### config.mk
export PLATFORM = sky130hd
export DESIGN_NAME = reaction_timer_core
export DESIGN_NICKNAME = d
export VERILOG_FILES = /design/src/rtl/reaction_timer_core.sv
export SDC_FILE = /design/constraint.sdc
export NUM_CORES = 1
export LEC_CHECK = 0
export BUFFER_PORTS_ARGS = -buffer_cell sky130_fd_sc_hd__buf_2
export CORE_ASPECT_RATIO = 1.1
export CORE_MARGIN = 4
export CORE_UTILIZATION = 59
export DETAILED_ROUTE_END_ITERATION = 6
export GPL_TIMING_DRIVEN = 0
export HOLD_SLACK_MARGIN = 0.02
export PLACE_DENSITY = 0.82
export SLEW_MARGIN = 20
export SYNTH_ARGS = -nofsm -noshare
export SYNTH_HDL_FRONTEND = slang
export SYNTH_SLANG_ARGS = --single-unit
### constraint.sdc
create_clock -name clk -period 2.5 [get_ports clk]
set_input_delay 0.5 -clock clk [delete_from_list [all_inputs] [get_ports clk]]
set_output_delay 0.5 -clock clk [all_outputs]
set_load 0.1 [all_outputs]
### src/rtl/reaction_timer_core.sv
// Reaction-timer control core: random delay, "go" LED, then a 4-digit BCD ms count
// until the react button is pressed, with early-press and timeout reporting.
module reaction_timer_core #(
  parameter int          MIN_DELAY = 1000,
  parameter int          RAND_BITS = 11,
  parameter logic [15:0] LFSR_SEED = 16'hACE1
) (
  input  logic       clk,
  input  logic       reset_n,
  input  logic       start_btn,
  input  logic       react_btn,
  output logic       led_go,
  output logic       result_valid,
  output logic       early,
  output logic       timeout,
  output logic [3:0] bcd3,
  output logic [3:0] bcd2,
  output logic [3:0] bcd1,
  output logic [3:0] bcd0
);

  localparam int DW = $clog2(MIN_DELAY + (1 << RAND_BITS));

  typedef enum logic [2:0] {
    S_IDLE,
    S_WAIT,
    S_GO,
    S_DONE,
    S_EARLY
  } state_t;

  state_t            state_q, state_d;
  logic [15:0]       lfsr_q, lfsr_d;
  logic              start_s1_q, start_s2_q, start_p_q;
  logic              react_s1_q, react_s2_q, react_p_q;
  logic [DW-1:0]     delay_cnt_q, delay_cnt_d;
  logic [3:0][3:0]   digit_q, digit_d;
  logic              led_go_q, led_go_d;
  logic              result_valid_q, result_valid_d;
  logic              early_q, early_d;
  logic              timeout_q, timeout_d;

  logic              start_edge, react_edge, arm, all_nines;
  logic [3:0][3:0]   digit_inc;
  logic [DW-1:0]     load_val;

  function automatic logic [3:0][3:0] bcd_inc(input logic [3:0][3:0] v);
    logic [3:0][3:0] r;
    logic            carry;
    r     = v;
    carry = 1'b1;
    for (int i = 0; i < 4; i++) begin
      if (carry) begin
        if (v[i] == 4'd9) begin
          r[i] = 4'd0;
        end else begin
          r[i]  = v[i] + 4'd1;
          carry = 1'b0;
        end
      end
    end
    return r;
  endfunction

  always_comb begin
    start_edge     = start_s2_q & ~start_p_q;
    react_edge     = react_s2_q & ~react_p_q;
    lfsr_d         = {lfsr_q[0] ^ lfsr_q[2] ^ lfsr_q[3] ^ lfsr_q[5], lfsr_q[15:1]};
    all_nines      = (digit_q == 16'h9999);
    digit_inc      = bcd_inc(digit_q);
    load_val       = DW'(MIN_DELAY) + DW'(lfsr_q[RAND_BITS-1:0]);
    arm            = 1'b0;
    state_d        = state_q;
    delay_cnt_d    = delay_cnt_q;
    digit_d        = digit_q;
    led_go_d       = led_go_q;
    result_valid_d = result_valid_q;
    early_d        = early_q;
    timeout_d      = timeout_q;

    case (state_q)
      S_IDLE, S_DONE, S_EARLY: arm = start_edge;
      S_WAIT: begin
        // A press during the wait beats an expiry landing in the same cycle.
        if (react_edge) begin
          state_d = S_EARLY;
          early_d = 1'b1;
        end else if (delay_cnt_q == DW'(1)) begin
          state_d  = S_GO;
          led_go_d = 1'b1;
        end else begin
          delay_cnt_d = delay_cnt_q - DW'(1);
        end
      end
      S_GO: begin
        if (react_edge) begin
          state_d        = S_DONE;
          led_go_d       = 1'b0;
          result_valid_d = 1'b1;
        end else if (all_nines) begin
          state_d        = S_DONE;
          led_go_d       = 1'b0;
          result_valid_d = 1'b1;
          timeout_d      = 1'b1;
        end else begin
          digit_d = digit_inc;
        end
      end
      default: state_d = S_IDLE;
    endcase

    if (arm) begin
      state_d        = S_WAIT;
      delay_cnt_d    = load_val;
      digit_d        = '0;
      led_go_d       = 1'b0;
      result_valid_d = 1'b0;
      early_d        = 1'b0;
      timeout_d      = 1'b0;
    end
  end

  always_ff @(posedge clk) begin
    if (!reset_n) begin
      state_q        <= S_IDLE;
      lfsr_q         <= LFSR_SEED;
      start_s1_q     <= 1'b0;
      start_s2_q     <= 1'b0;
      start_p_q      <= 1'b0;
      react_s1_q     <= 1'b0;
      react_s2_q     <= 1'b0;
      react_p_q      <= 1'b0;
      delay_cnt_q    <= '0;
      digit_q        <= '0;
      led_go_q       <= 1'b0;
      result_valid_q <= 1'b0;
      early_q        <= 1'b0;
      timeout_q      <= 1'b0;
    end else begin
      state_q        <= state_d;
      lfsr_q         <= lfsr_d;
      start_s1_q     <= start_btn;
      start_s2_q     <= start_s1_q;
      start_p_q      <= start_s2_q;
      react_s1_q     <= react_btn;
      react_s2_q     <= react_s1_q;
      react_p_q      <= react_s2_q;
      delay_cnt_q    <= delay_cnt_d;
      digit_q        <= digit_d;
      led_go_q       <= led_go_d;
      result_valid_q <= result_valid_d;
      early_q        <= early_d;
      timeout_q      <= timeout_d;
    end
  end

  assign led_go       = led_go_q;
  assign result_valid = result_valid_q;
  assign early        = early_q;
  assign timeout      = timeout_q;
  assign bcd3         = digit_q[3];
  assign bcd2         = digit_q[2];
  assign bcd1         = digit_q[1];
  assign bcd0         = digit_q[0];

endmodule

## Yosys cells after proc, flatten, opt, wreduce, memory -nomap -nowiden

Cells that the tools add are included.

- Register bits: 57
- Output and inout port bits: 20
- Logic and storage cells: 98
- Input port bits: 4

- Muxes and demuxes: 27
- Eq/ne operators: 19
- Reductions and logical operators: 17
- Bitwise operators: 11
- $add $sub $neg: 6

Operators by type and width:

| cell | count |
|---|---|
| $mux W12 | 4 |
| $add A4 B1 Y4 const B | 4 |
| $eq A16 B16 Y1 const B | 1 |
| $eq A4 B4 Y1 const B | 4 |
| $mux W4 | 4 |
| $reduce_and A4 Y1 | 4 |
| $reduce_and A3 Y1 | 5 |
| $mux W1 | 13 |
| $add A10 B11 Y12 const A | 1 |
| $eq A12 B1 Y1 const B | 1 |
| $mux W3 | 4 |
| $sub A12 B1 Y12 const B | 1 |
| $pmux W3 S3 | 1 |
| $ne A2 B2 Y1 const B | 4 |
| $ne A4 B4 Y1 const B | 2 |
| $eq A3 B2 Y1 const B | 2 |
| $ne A3 B3 Y1 const B | 2 |
| $not A1 Y1 | 6 |
| $reduce_bool A2 Y1 | 3 |
| $reduce_and A2 Y1 | 2 |
| $eq A3 B1 Y1 const B | 1 |
| $eq A3 B3 Y1 const B | 1 |
| $logic_not A3 Y1 | 1 |
| $reduce_or A3 Y1 | 1 |
| other kinds (5) | 8 |

## Logic depth before layout (Yosys ltp)

Gate-level depths: netlist of the first run.

- Depth after elaboration: 5
- Depth in mapped cells: 8
- Gate-level depth less buffers: 6

## Worst setup path after synthesis of the first run

OpenSTA, ideal clock, no wires.

- Path kind: reg-to-reg
- From: reg digit_q (netlist bit bcd0[0])
- To: reg digit_q (netlist bit bcd2[1])
- Data arrival time: 2,355 ps
- Clock period less this slack: 2,426 ps
- Buffers on the path: 1
- Setup slack: 74 ps
- Library setup time: 71 ps
- Required time: 2,429 ps
- Stages on the path, launching flop included: 6
- Path through: dfxtp_1 > nand4bb_1 > or3_1 > clkbuf_2 > or4_1 > a21oi_1

- Word-level cells in the longest chain between the ends: 4
- Elaborated cells between the ends (all ways): 6
- Classes of those cells: eq/ne (2); mux (2); bitwise (1); reduce/logical (1)

RTL lines:

| what | RTL line | source |
|---|---|---|
| start: declaration | 37 | `logic [3:0][3:0] digit_q, digit_d;` |
| start signal: assignment | 149 | `digit_q <= digit_d;` |
| $eq A4 B4 Y1 | 54 | `if (v[i] == 4'd9) begin` |
| $mux W1 | 54 |  |
| $mux W1 | 53 | `if (carry) begin` |
| $reduce_and A4 Y1 (no source line) (*) | n/a |  |

Mark *: on every way between the ends. The rest lies on a longest branch, timed or not.
A chain may end at the register's enable or synchronous reset.

## Final worst setup path of the first run

- From: reg delay_cnt_q[0]
- To: reg state_q[1]

- Word-level cells in the longest chain between the ends: 3

RTL lines:

| what | RTL line | source |
|---|---|---|
| start: declaration | 36 | `logic [DW-1:0] delay_cnt_q, delay_cnt_d;` |
| start signal: assignment | 148 | `delay_cnt_q <= delay_cnt_d;` |
| $eq A12 B1 Y1 | 88 | `end else if (delay_cnt_q == DW'(1)) begin` |
| $ne A3 B3 Y1 (no source line) | n/a |  |
| $reduce_and A3 Y1 (no source line) | n/a |  |
| end signal: assignment | 140 | `state_q <= state_d;` |
| end: declaration | 32 | `state_t state_q, state_d;` |

No other way between the ends.

==> metrics.cfg, run 1 <==
[run_status]
status = completed

[critical_path]
cpMostUsedCell = buf_2
worstPathArrival_ns = 2.40
worstSetupPathType = flip-flop to flip-flop
required_ns = 2.75
path_buf_inv = 2
crit_fanout = 10
startpoint_type = flip-flop
crit_family = simple AND/OR/NAND/NOR gates
critPathSlowestCell = dfxtp_1
end_kind = flip-flop
crit_path_cell_trace = ha_1 > nor4b_2 > and4_1 > buf_2 > buf_2 > o211ai_1 > a211oi_1
max_stage_delay_ns = 0.41

[finish]
fin_util = 0.706
area_delta_synth_final_pct = 14.1
diodes = 0
fillCellCount = 362
layout_common_cells = 57 x dfxtp_1, 25 x buf_2, 18 x a21oi_1, 18 x nor2_1
finalInstanceArea_sq_um = 3070
final_common_cell = dfxtp_1
nNetsFinal = 348
drive_above_1_share = 0.145

[floorplan]
dieHeight_um = 78.8
die_x_um = 72.4
start_util = 0.619
rows = 25
num_io_pins = 24
die_area_sq_um = 5710
core_sq_um = 4350

[route]
drt_wl_total_um = 6150
drc = 0
vias = 2472
ant_nets = 0
wl_per_cell_um = 15.4
drt-initial-drc-count = 237
vias_per_cell = 6.20
dr.pass1.iters = 5

[clocking]
htreeDepth = 3
clockRootBuffer = clkbuf_8
cts_tree = built
clock_tree.buffer_depth = 2
clkTransAtPathRegs_ns = 0.06
cts_resized = 0
cts_buffers = 9
post_cts_buffers = 0
cts.sinks = 57
hold_buffers = 0
clk_latency_ns = 0.33

[timing]
setup_viol_count_final = 0
post-route-min-period_ns = 2.16
whs_ns = 0.374
finalSetupTns_ns = 0
max-slew-margin-rel = 0.314
worstMarginPinSlew_ns = 1.00
rsz0062_at_grt = false
fin_skew_ns = 0.00773
finalCritPeriodShare = 0.863
hold_viol_final = 0
max_freq_mhz = 464
report.final.slew_viol_count = 0

[synthesis]
synth_edf_count = 0
async_flop_share = 0
syn_nets = 315
avgSynthCellArea_sq_um = 8.74
netlist_instances = 308
seq_area_frac_synth = 0.424
ys_ff_latch = 57
yosysWarningCount = 0
netlist-cell-type-count = 56
synthesis.area_sq_um = 2690
synthFlopType = dfxtp_1

[worst_hold_path]
hold_path_class = primary input to flip-flop

[global_route]
grt_use_total = 0.238
grt_pass1_vias = 2368
grt-ovfl-total = 0
antenna_found_initial = 0
grt_pass1_wl_um = 10700
grt_max_degree = 11

[pwr]
leakage_nw = 1.16
power.total_mw = 2.85
vdd_ir_drop_max_v = 0.000620
power_density_nw_per_um2 = 927

[placement]
port_buffers = 22
post-dp-hpwl_um = 4220
gp_congestion = 0.928
dpl_cell_area_sq_um = 2870

[flow_run]
cap_violations = 0

per-stage QoR:
| step | setup WS [ns] | std cells |
|---|---|---|
| 3_3_place_gp | 0.225 | 384 |
| 2_1_floorplan | 0.0741 | 308 |
| 5_1_grt | 0.212 | 399 |
| 4_1_cts | 0.165 | 399 |
| 3_5_place_dp | 0.192 | 384 |
| 6_report | 0.343 | 399 |
routing by layer:
| metal | wire, um | vias up | GRT usage |
|---|---|---|---|
| li1 | - | 1196 | - |
| met1 | 2830 | 1168 | 0.312 |
| met2 | 2800 | 95 | 0.361 |
| met3 | 387 | 13 | 0.0557 |
| met4 | 128 | 0 | 0.127 |
| met5 | 0 | - | 0 |
final timing paths:
check,start,to,slack [ns],cells after the start
setup / recovery,delay_cnt_q[0],state_q[1],0.34,7
hold / removal,start_btn,start_s1_q,0.37,2
setup reg to reg,delay_cnt_q[0],state_q[1],0.34,7
hold reg to reg,lfsr_q[12],lfsr_q[11],0.41,1
cell type report:
| cell class | instances | area [sq um] | area share |
|---|---|---|---|
| well taps | 54 | 67.6 | 0.0220 |
| multi-input cells | 221 | 1430 | 0.465 |
| clock inverters | 3 | 40.0 | 0.0130 |
| flip-flops and latches | 57 | 1140 | 0.372 |
| inverters | 14 | 52.6 | 0.0171 |
| repair buffers | 22 | 110 | 0.0359 |
| plain buffers | 16 | 76.3 | 0.0249 |
| clock buffers | 12 | 155 | 0.0505 |
kinds of logic (layout without fill, tap and decap cells):
group / after synthesis / after routing / share of synthesized area
AOI/OAI and AO/OA: 73 / 73 / 0.176
xor gates and xnor gates: 11 / 11 / 0.0358
adders and majority gates: 3 / 3 / 0.0139
buffers and inverters: 30 / 67 / 0.0479
DFF: 57 / 57 / 0.424
muxes: 3 / 3 / 0.0116
and+or+nand+nor: 131 / 131 / 0.291
cell usage after synthesis, drive strengths merged (2+ instances only):
library cell	number	area, sq um
and2	14	87.6
xor2	6	52.6
a21oi	18	90.1
dfxtp	57	1140
mux2i	2	20.0
o31a	2	17.5
nor3b	2	20.0
o31ai	5	37.5
nor2	18	67.6
or3b	2	20.0
a211oi	2	15.0
inv	14	52.6
nor3	13	65.1
o211ai	6	45.0
nor2b	2	12.5
or3	8	50.1
o21a	3	22.5
clkbuf	11	42.5
nand4	6	37.5
nor4	8	50.1
nand2b	11	68.8
or4	8	60.1
buf	5	33.8
o22ai	2	12.5
and3	2	12.5
nand2	12	45.0
nand3	9	45.0
a31oi	10	62.6
ha	3	37.5
xnor2	5	43.8
and4	2	17.5
a21o	2	15.0
o21ai	13	65.1
nand3b	3	22.5
nand4bb	4	45.0
or2	3	18.8
sequential cells by signal, summed over array words and instances, names as in the netlist, 3 cells and up:
register and cells:
state_q 3, delay_cnt_q 12, bcd3 4, bcd1 4, bcd0 4, lfsr_q 16
bcd2 4
worst register-to-register path: cells and delay by family, from the launching register on:
kind | cells | cell delay (ns)
AOI/OAI and AO/OA | 2 | 0.36
adders and majority gates | 1 | 0.18
buffers and inverters | 2 | 0.49
DFF | 1 | 0.41
and+or+nand+nor | 2 | 0.64
power breakdown:
| part | switching (mW) | internal [mW] |
|---|---|---|
| combinational | 0.537 | 0.334 |
| sequential | 0.103 | 1.02 |
| clock | 0.348 | 0.506 |
| total | 0.988 | 1.86 |
Note: power is estimated with default switching activity, not from simulation.
==> run 2, diff against run 1 <==
Settings changed: ABC_AREA set to 1.
==> metrics.cfg, run 2 <==
[synthesis]
yosysMostFrequentCell = nand2_1  ; was dfxtp_1
async_flop_share = 0  ; unchanged
synth_edf_count = 0  ; unchanged
netlist-cell-type-count = 34  ; was 56
avgSynthCellArea_sq_um = 6.85  ; was 8.74 sq um
synth_common_cells = 103 x nand2_1, 57 x dfxtp_1, 55 x inv_1  ; was 57 x dfxtp_1, 18 x a21oi_1, 18 x nor2_1
synth_top_area_cell = dfxtp_1  ; unchanged
synthesis.area_sq_um = 2890  ; was 2690 sq um
yosys.area.top_type_share = 0.395  ; was 0.424
ys_top_cells_by_area = dfxtp_1 40%, nand2_1 13%, nand3_1 7.5%, inv_1 7.2%, nor2_1 6.5%  ; was dfxtp_1 42%, a21oi_1 3.3%, and2_1 3.3%, nand2b_1 2.6%, nor2_1 2.5%
yosysWarningCount = 0  ; unchanged
netlist_instances = 421  ; was 308
syn_nets = 428  ; was 315
seq_area_frac_synth = 0.395  ; was 0.424
ys_ff_latch = 57  ; unchanged
synthFlopType = dfxtp_1  ; unchanged

[global_route]
grt_pass1_vias = 2477  ; was 2368
antenna_found_initial = 0  ; unchanged
grt-ovfl-total = 0  ; unchanged
grt_pass1_wl_um = 10700  ; about the same
grt_max_degree = 11  ; unchanged
grt_use_total = 0.227  ; was 0.238

[timing]
report.final.slew_viol_count = 0  ; unchanged
post-route-min-period_ns = 1.71  ; was 2.16 ns
hold_viol_final = 0  ; unchanged
setup_viol_count_final = 0  ; unchanged
finalCritPeriodShare = 0.684  ; was 0.863
rsz0062_at_grt = false  ; unchanged
max-slew-margin-rel = 0.663  ; was 0.314
worstMarginPinSlew_ns = 0.506  ; was 1.00 ns
max_freq_mhz = 585  ; was 464 MHz
fin_skew_ns = 0.00920  ; was 0.00773 ns
finalSetupTns_ns = 0  ; unchanged
finalWorstSetupSlack_ns = 0.791  ; was 0.343 ns

[critical_path]
critPathSlowestCell = buf_2  ; was dfxtp_1
rrSetupSlack_ns = 0.80  ; was 0.34 ns
crit_fanout = 6  ; was 10
r2r_cells = 9  ; was 7
path_buf_inv = 1  ; was 2
worstPathArrival_ns = 1.21  ; was 2.40 ns
worstSetupPathType = flip-flop to output port  ; was flip-flop to flip-flop
crit_family = buffers and inverters  ; was simple AND/OR/NAND/NOR gates
worstReg2RegStart = bcd2[2]  ; was delay_cnt_q[0]
end_kind = output port  ; was flip-flop
startpoint_type = flip-flop  ; unchanged
required_ns = 2.00  ; was 2.75 ns
crit_path_cell_trace = buf_2  ; was ha_1 > nor4b_2 > and4_1 > buf_2 > buf_2 > o211ai_1 > a211oi_1
cp.depth = 1  ; was 7
max_stage_delay_ns = 0.46  ; was 0.41 ns
worstReg2RegEnd = bcd2[3]  ; was state_q[1]

[route]
vias = 2668  ; was 2472
dr.pass1.iters = 4  ; was 5
ant_nets = 0  ; unchanged
drt_wl_total_um = 6180  ; was 6150 um
drc = 0  ; unchanged
drt-initial-drc-count = 222  ; was 237
vias_per_cell = 5.18  ; was 6.20
wl_per_cell_um = 12.0  ; was 15.4 um

[floorplan]
dieHeight_um = 81.3  ; was 78.8 um
core_sq_um = 4680  ; was 4350 sq um
die_area_sq_um = 6070  ; was 5710 sq um
die_x_um = 74.7  ; was 72.4 um
num_io_pins = 24  ; unchanged
start_util = 0.616  ; was 0.619
rows = 26  ; was 25

[finish]
reg.largest.list = lfsr_q: 16 flops, delay_cnt_q: 12 flops  ; unchanged
nNetsFinal = 461  ; was 348
final_common_cell = nand2_1  ; was dfxtp_1
drive_above_1_share = 0.148  ; was 0.145
instances_no_fill = 515  ; was 399
layout_common_cells = 103 x nand2_1, 57 x dfxtp_1, 55 x inv_1  ; was 57 x dfxtp_1, 25 x buf_2, 18 x a21oi_1, 18 x nor2_1
diodes = 0  ; unchanged
area_delta_synth_final_pct = 13.6  ; was 14.1%
top_register = lfsr_q  ; unchanged
largest_register_ffs = 16  ; unchanged

[placement]
port_buffers = 22  ; unchanged
pre_cts_slack_ns = 0.815  ; was 0.192 ns
post-dp-hpwl_um = 4510  ; was 4220 um
dpl.cell_count = 499  ; was 384
gp_congestion = 0.873  ; was 0.928

[clocking]
clock_tree.buffer_depth = 2  ; unchanged
clockRootBuffer = clkbuf_8  ; unchanged
cts_buffers = 9  ; unchanged
clk_latency_ns = 0.33  ; about the same
htreeDepth = 3  ; unchanged
hold_buffers = 0  ; unchanged
post_cts_buffers = 0  ; unchanged
cts.sinks = 57  ; unchanged
clkTransAtPathRegs_ns = 0.07  ; was 0.06 ns
cts_tree = built  ; unchanged
cts_resized = 0  ; unchanged

[pwr]
vdd_ir_drop_max_v = 0.000489  ; was 0.000620 V
leakage_nw = 1.50  ; was 1.16 nW
power.total_mw = 2.43  ; was 2.85 mW
power_density_nw_per_um2 = 743  ; was 927 nW/um^2

[worst_hold_path]
hold_end = react_s1_q  ; was start_s1_q
hold_path_class = primary input to flip-flop  ; unchanged
worstHoldPathCells = 3  ; was 2
worstHoldStart = react_btn  ; was start_btn

[flow_run]
cap_violations = 0  ; unchanged

[run_status]
status = completed  ; unchanged

[run 2: logic make-up after synthesis]
logic type / share of synthesized area
compound gates: 0.110
flops: 0.395
xor+xnor: 0.0364
fa+ha+maj: 0.0130
simple gates: 0.346
buf+inv: 0.0989
[run 2: final cells by class]
class | instances | area, sq um
multi-input cells | 295 | 1460
fillers | 418 | 1410
flip-flops and latches | 57 | 1140
inverters | 59 | 221
clock buffers | 15 | 206
repair buffers | 22 | 110
well taps | 56 | 70.1
plain buffers | 10 | 63.8
clock inverters | 1 | 5.00
[run 2: power breakdown]
| group | switching, mW | internal (mW) | total, mW |
|---|---|---|---|
| registers | 0.0554 | 0.967 | 1.02 |
| logic | 0.355 | 0.184 | 0.539 |
| clock network | 0.352 | 0.521 | 0.873 |
[run 2: worst max path at each step]
stage	startpoint	slack [ns]	end
after CTS	bcd1[1]	0.79	bcd1[1]
after detailed placement	bcd2[2]	0.81	bcd2[3]
final	bcd1[1]	0.79	bcd1[1]
after global routing	delay_cnt_q[1]	0.67	delay_cnt_q[11]
after global placement	delay_cnt_q[1]	0.86	delay_cnt_q[10]
after floorplan	bcd0[3]	0.37	bcd1[0]
[run 2: layer usage]
metal | vias to the layer above | part of all wire | GRT usage
li1 | 1397 | - | -
met1 | 1210 | 0.48 | 0.305
met2 | 53 | 0.46 | 0.352
met3 | 8 | 0.051 | 0.0594
met4 | 0 | 0.012 | 0.0783
met5 | - | 0 | 0
[run 2: per-stage QoR]
| stage | hold slack (ns) | util | area [sq um] |
|---|---|---|---|
| after floorplan | 0.390 | - | 2890 |
| after global placement | 0.393 | 0.654 | 3070 |
| after detailed placement | 0.402 | 0.654 | 3070 |
| after CTS | 0.347 | 0.700 | 3280 |
| after global routing | 0.390 | 0.700 | 3280 |
| final | 0.354 | 0.700 | 3280 |
==> run 3, diff against run 2 <==
Settings changed: ABC_AREA 1 to 0.
Clock period 2.5 ns to 1.7 ns, I/O delays scaled along.
==> metrics.cfg, run 3 (synthesized netlist as in run 1, its figures left out) <==
[run_status]
status = finished with violations  ; was completed
violations = DRC, setup timing

[timing]
setup_viol_count_final = 18  ; was 0
post-route-min-period_ns = 2.01
rsz0062_at_grt = true  ; was false
max-slew-margin-rel = 0.588  ; was 0.663
finalCritPeriodShare = 1.18
finalWorstSetupSlack_ns = -0.314  ; was 0.791 ns
max_freq_mhz = 496
hold_viol_final = 0  ; unchanged
worstMarginPinSlew_ns = 0.616  ; was 0.506 ns
report.final.slew_viol_count = 0  ; unchanged
fin_skew_ns = 0.00873  ; was 0.00920 ns
finalSetupTns_ns = -1.88  ; was 0 ns

[critical_path]
startpoint_type = flip-flop  ; unchanged
worstSetupPathType = flip-flop to flip-flop  ; was flip-flop to output port
crit_fanout = 8  ; was 6
crit_path_cell_trace = or3b_4 > or3_4 > or4_1 > a21oi_1  ; was buf_2
max_stage_delay_ns = 0.57  ; was 0.46 ns
critPathSlowestCell = or4_1  ; was buf_2
rrSetupSlack_ns = -0.31  ; was 0.80 ns
end_kind = flip-flop  ; was output port
required_ns = 1.95  ; was 2.00 ns
crit_family = simple AND/OR/NAND/NOR gates  ; was buffers and inverters
worstPathArrival_ns = 2.27  ; was 1.21 ns
path_buf_inv = 0  ; was 1

[route]
drc = 18  ; was 0
drt-initial-drc-count = 404  ; was 222
dr.pass1.iters = 7  ; was 4
drt_wl_total_um = 8100  ; was 6180 um
vias = 2808  ; was 2668
wl_per_cell_um = 18.9  ; was 12.0 um
vias_per_cell = 6.56  ; was 5.18
ant_nets = 0  ; unchanged

[global_route]
grt_pass1_wl_um = 11400  ; was 10700 um
antenna_found_initial = 0  ; unchanged
grt-ovfl-total = 0  ; unchanged
grt_max_degree = 12  ; was 11
grt_pass1_vias = 2439  ; was 2477
grt_use_total = 0.253  ; was 0.227

[pwr]
clkPwrFrac = 0.236  ; was 0.359
leakage_nw = 1.41  ; was 1.50 nW
switchingPower_mw = 1.93  ; was 0.763 mW
p_int_mw = 3.14  ; was 1.67 mW
vdd_ir_drop_max_v = 0.00104  ; was 0.000489 V
power_density_nw_per_um2 = 1360  ; was 743 nW/um^2
pwr-share-comb = 0.422  ; was 0.221
seq_power_share = 0.343  ; was 0.420
swShare = 0.381  ; was 0.313

[clocking]
cts.sinks = 57  ; unchanged
clockRootBuffer = clkbuf_8  ; unchanged
clkTransAtPathRegs_ns = 0.07  ; about the same
clock_tree.buffer_depth = 2  ; unchanged
clk_latency_ns = 0.33  ; about the same
htreeDepth = 3  ; unchanged
cts_buffers = 9  ; unchanged
hold_buffers = 0  ; unchanged
cts_tree = built  ; unchanged

[floorplan]
die_area_sq_um = 5710  ; was 6070 sq um
rows = 25  ; was 26
num_io_pins = 24  ; unchanged
dieHeight_um = 78.8  ; was 81.3 um
core_sq_um = 4350  ; was 4680 sq um
die_x_um = 72.4  ; was 74.7 um
start_util = 0.619  ; was 0.616

[placement]
port_buffers = 22  ; unchanged
pre_cts_slack_ns = -0.307  ; was 0.815 ns
gp_congestion = 0.880  ; was 0.873
post-dp-hpwl_um = 4230  ; was 4510 um

[worst_hold_path]
hold_path_class = primary input to flip-flop  ; unchanged

[finish]
top_register = lfsr_q  ; unchanged
area_delta_synth_final_pct = 38.5  ; was 13.6%
diodes = 0  ; unchanged
fin_util = 0.857  ; was 0.700
reg.largest.list = lfsr_q: 16 flops, delay_cnt_q: 12 flops  ; unchanged
final_common_cell = dfxtp_1  ; was nand2_1
largest_register_ffs = 16  ; unchanged
nNetsFinal = 376  ; was 461
drive_above_1_share = 0.382  ; was 0.148
layout_common_cells = 36 x dfxtp_1, 29 x buf_4, 23 x buf_2  ; was 103 x nand2_1, 57 x dfxtp_1, 55 x inv_1

[flow_run]
cap_violations = 0  ; unchanged

[run 3: through the flow]
stage                     hold slack [ns]  power (mW)  instances  area, sq um
after floorplan                     0.386        2.65        308         2790
after global placement              0.391        2.91        384         2970
after detailed placement            0.402        2.93        384         2970
after CTS                           0.209        4.50        413         3420
after global routing                0.222        5.26        428         3730
final                               0.218        5.07        428         3730
[run 3: repair_timing]
item / CTS / global route
resized for setup: 40 / 46
setup buffers: 14 / 16
endpoints found under the setup margin: 34 / 35
gates cloned: 1 / 1
pin swaps: 7 / 24
[run 3: power by group through the flow]
stage	sequential [mW]	combinational [mW]	clock [mW]
detailed placement	1.67	1.25	0
global placement	1.67	1.24	0
floorplan	1.74	0.913	0
CTS	1.69	1.62	1.19
global route	1.75	2.25	1.26
finish	1.74	2.14	1.19
[run 3: layout make-up]
type                            instances  area [sq um]
Clock inverter                          6          41.3
Sequential cell                        57          1200
Fill cell                             210           621
Multi-Input combinational cell        221          1710
Timing Repair Buffer                   54           407
Tap cell                               54          67.6
Clock buffer                           10           149
Buffer                                 12          97.6
Inverter                               14          55.1
[run 3: worst paths after layout]
check | cells after the start | endpoint | from
worst min-delay path | 2 | start_s1_q | start_btn
worst min register to register | 1 | lfsr_q[10] | lfsr_q[11]
worst max-delay path | 4 | bcd2[0] | state_q[0]
worst max register to register | 4 | bcd2[0] | state_q[0]
[run 3: per-layer routing]
| metal | vias to the layer above | GRT usage | share of wire |
|---|---|---|---|
| met5 | - | 0 | 0 |
| met4 | 0 | 0.103 | 0.032 |
| met3 | 37 | 0.0519 | 0.090 |
| met2 | 184 | 0.401 | 0.47 |
| met1 | 1322 | 0.336 | 0.41 |
| li1 | 1265 | - | - |
[run 3: worst register-to-register path, cell delays in order, from the launching register on]
cell and delay [ns]:
dfxtp_4 0.35, or3b_4 0.40, or3_4 0.44, or4_1 0.57, a21oi_1 0.19
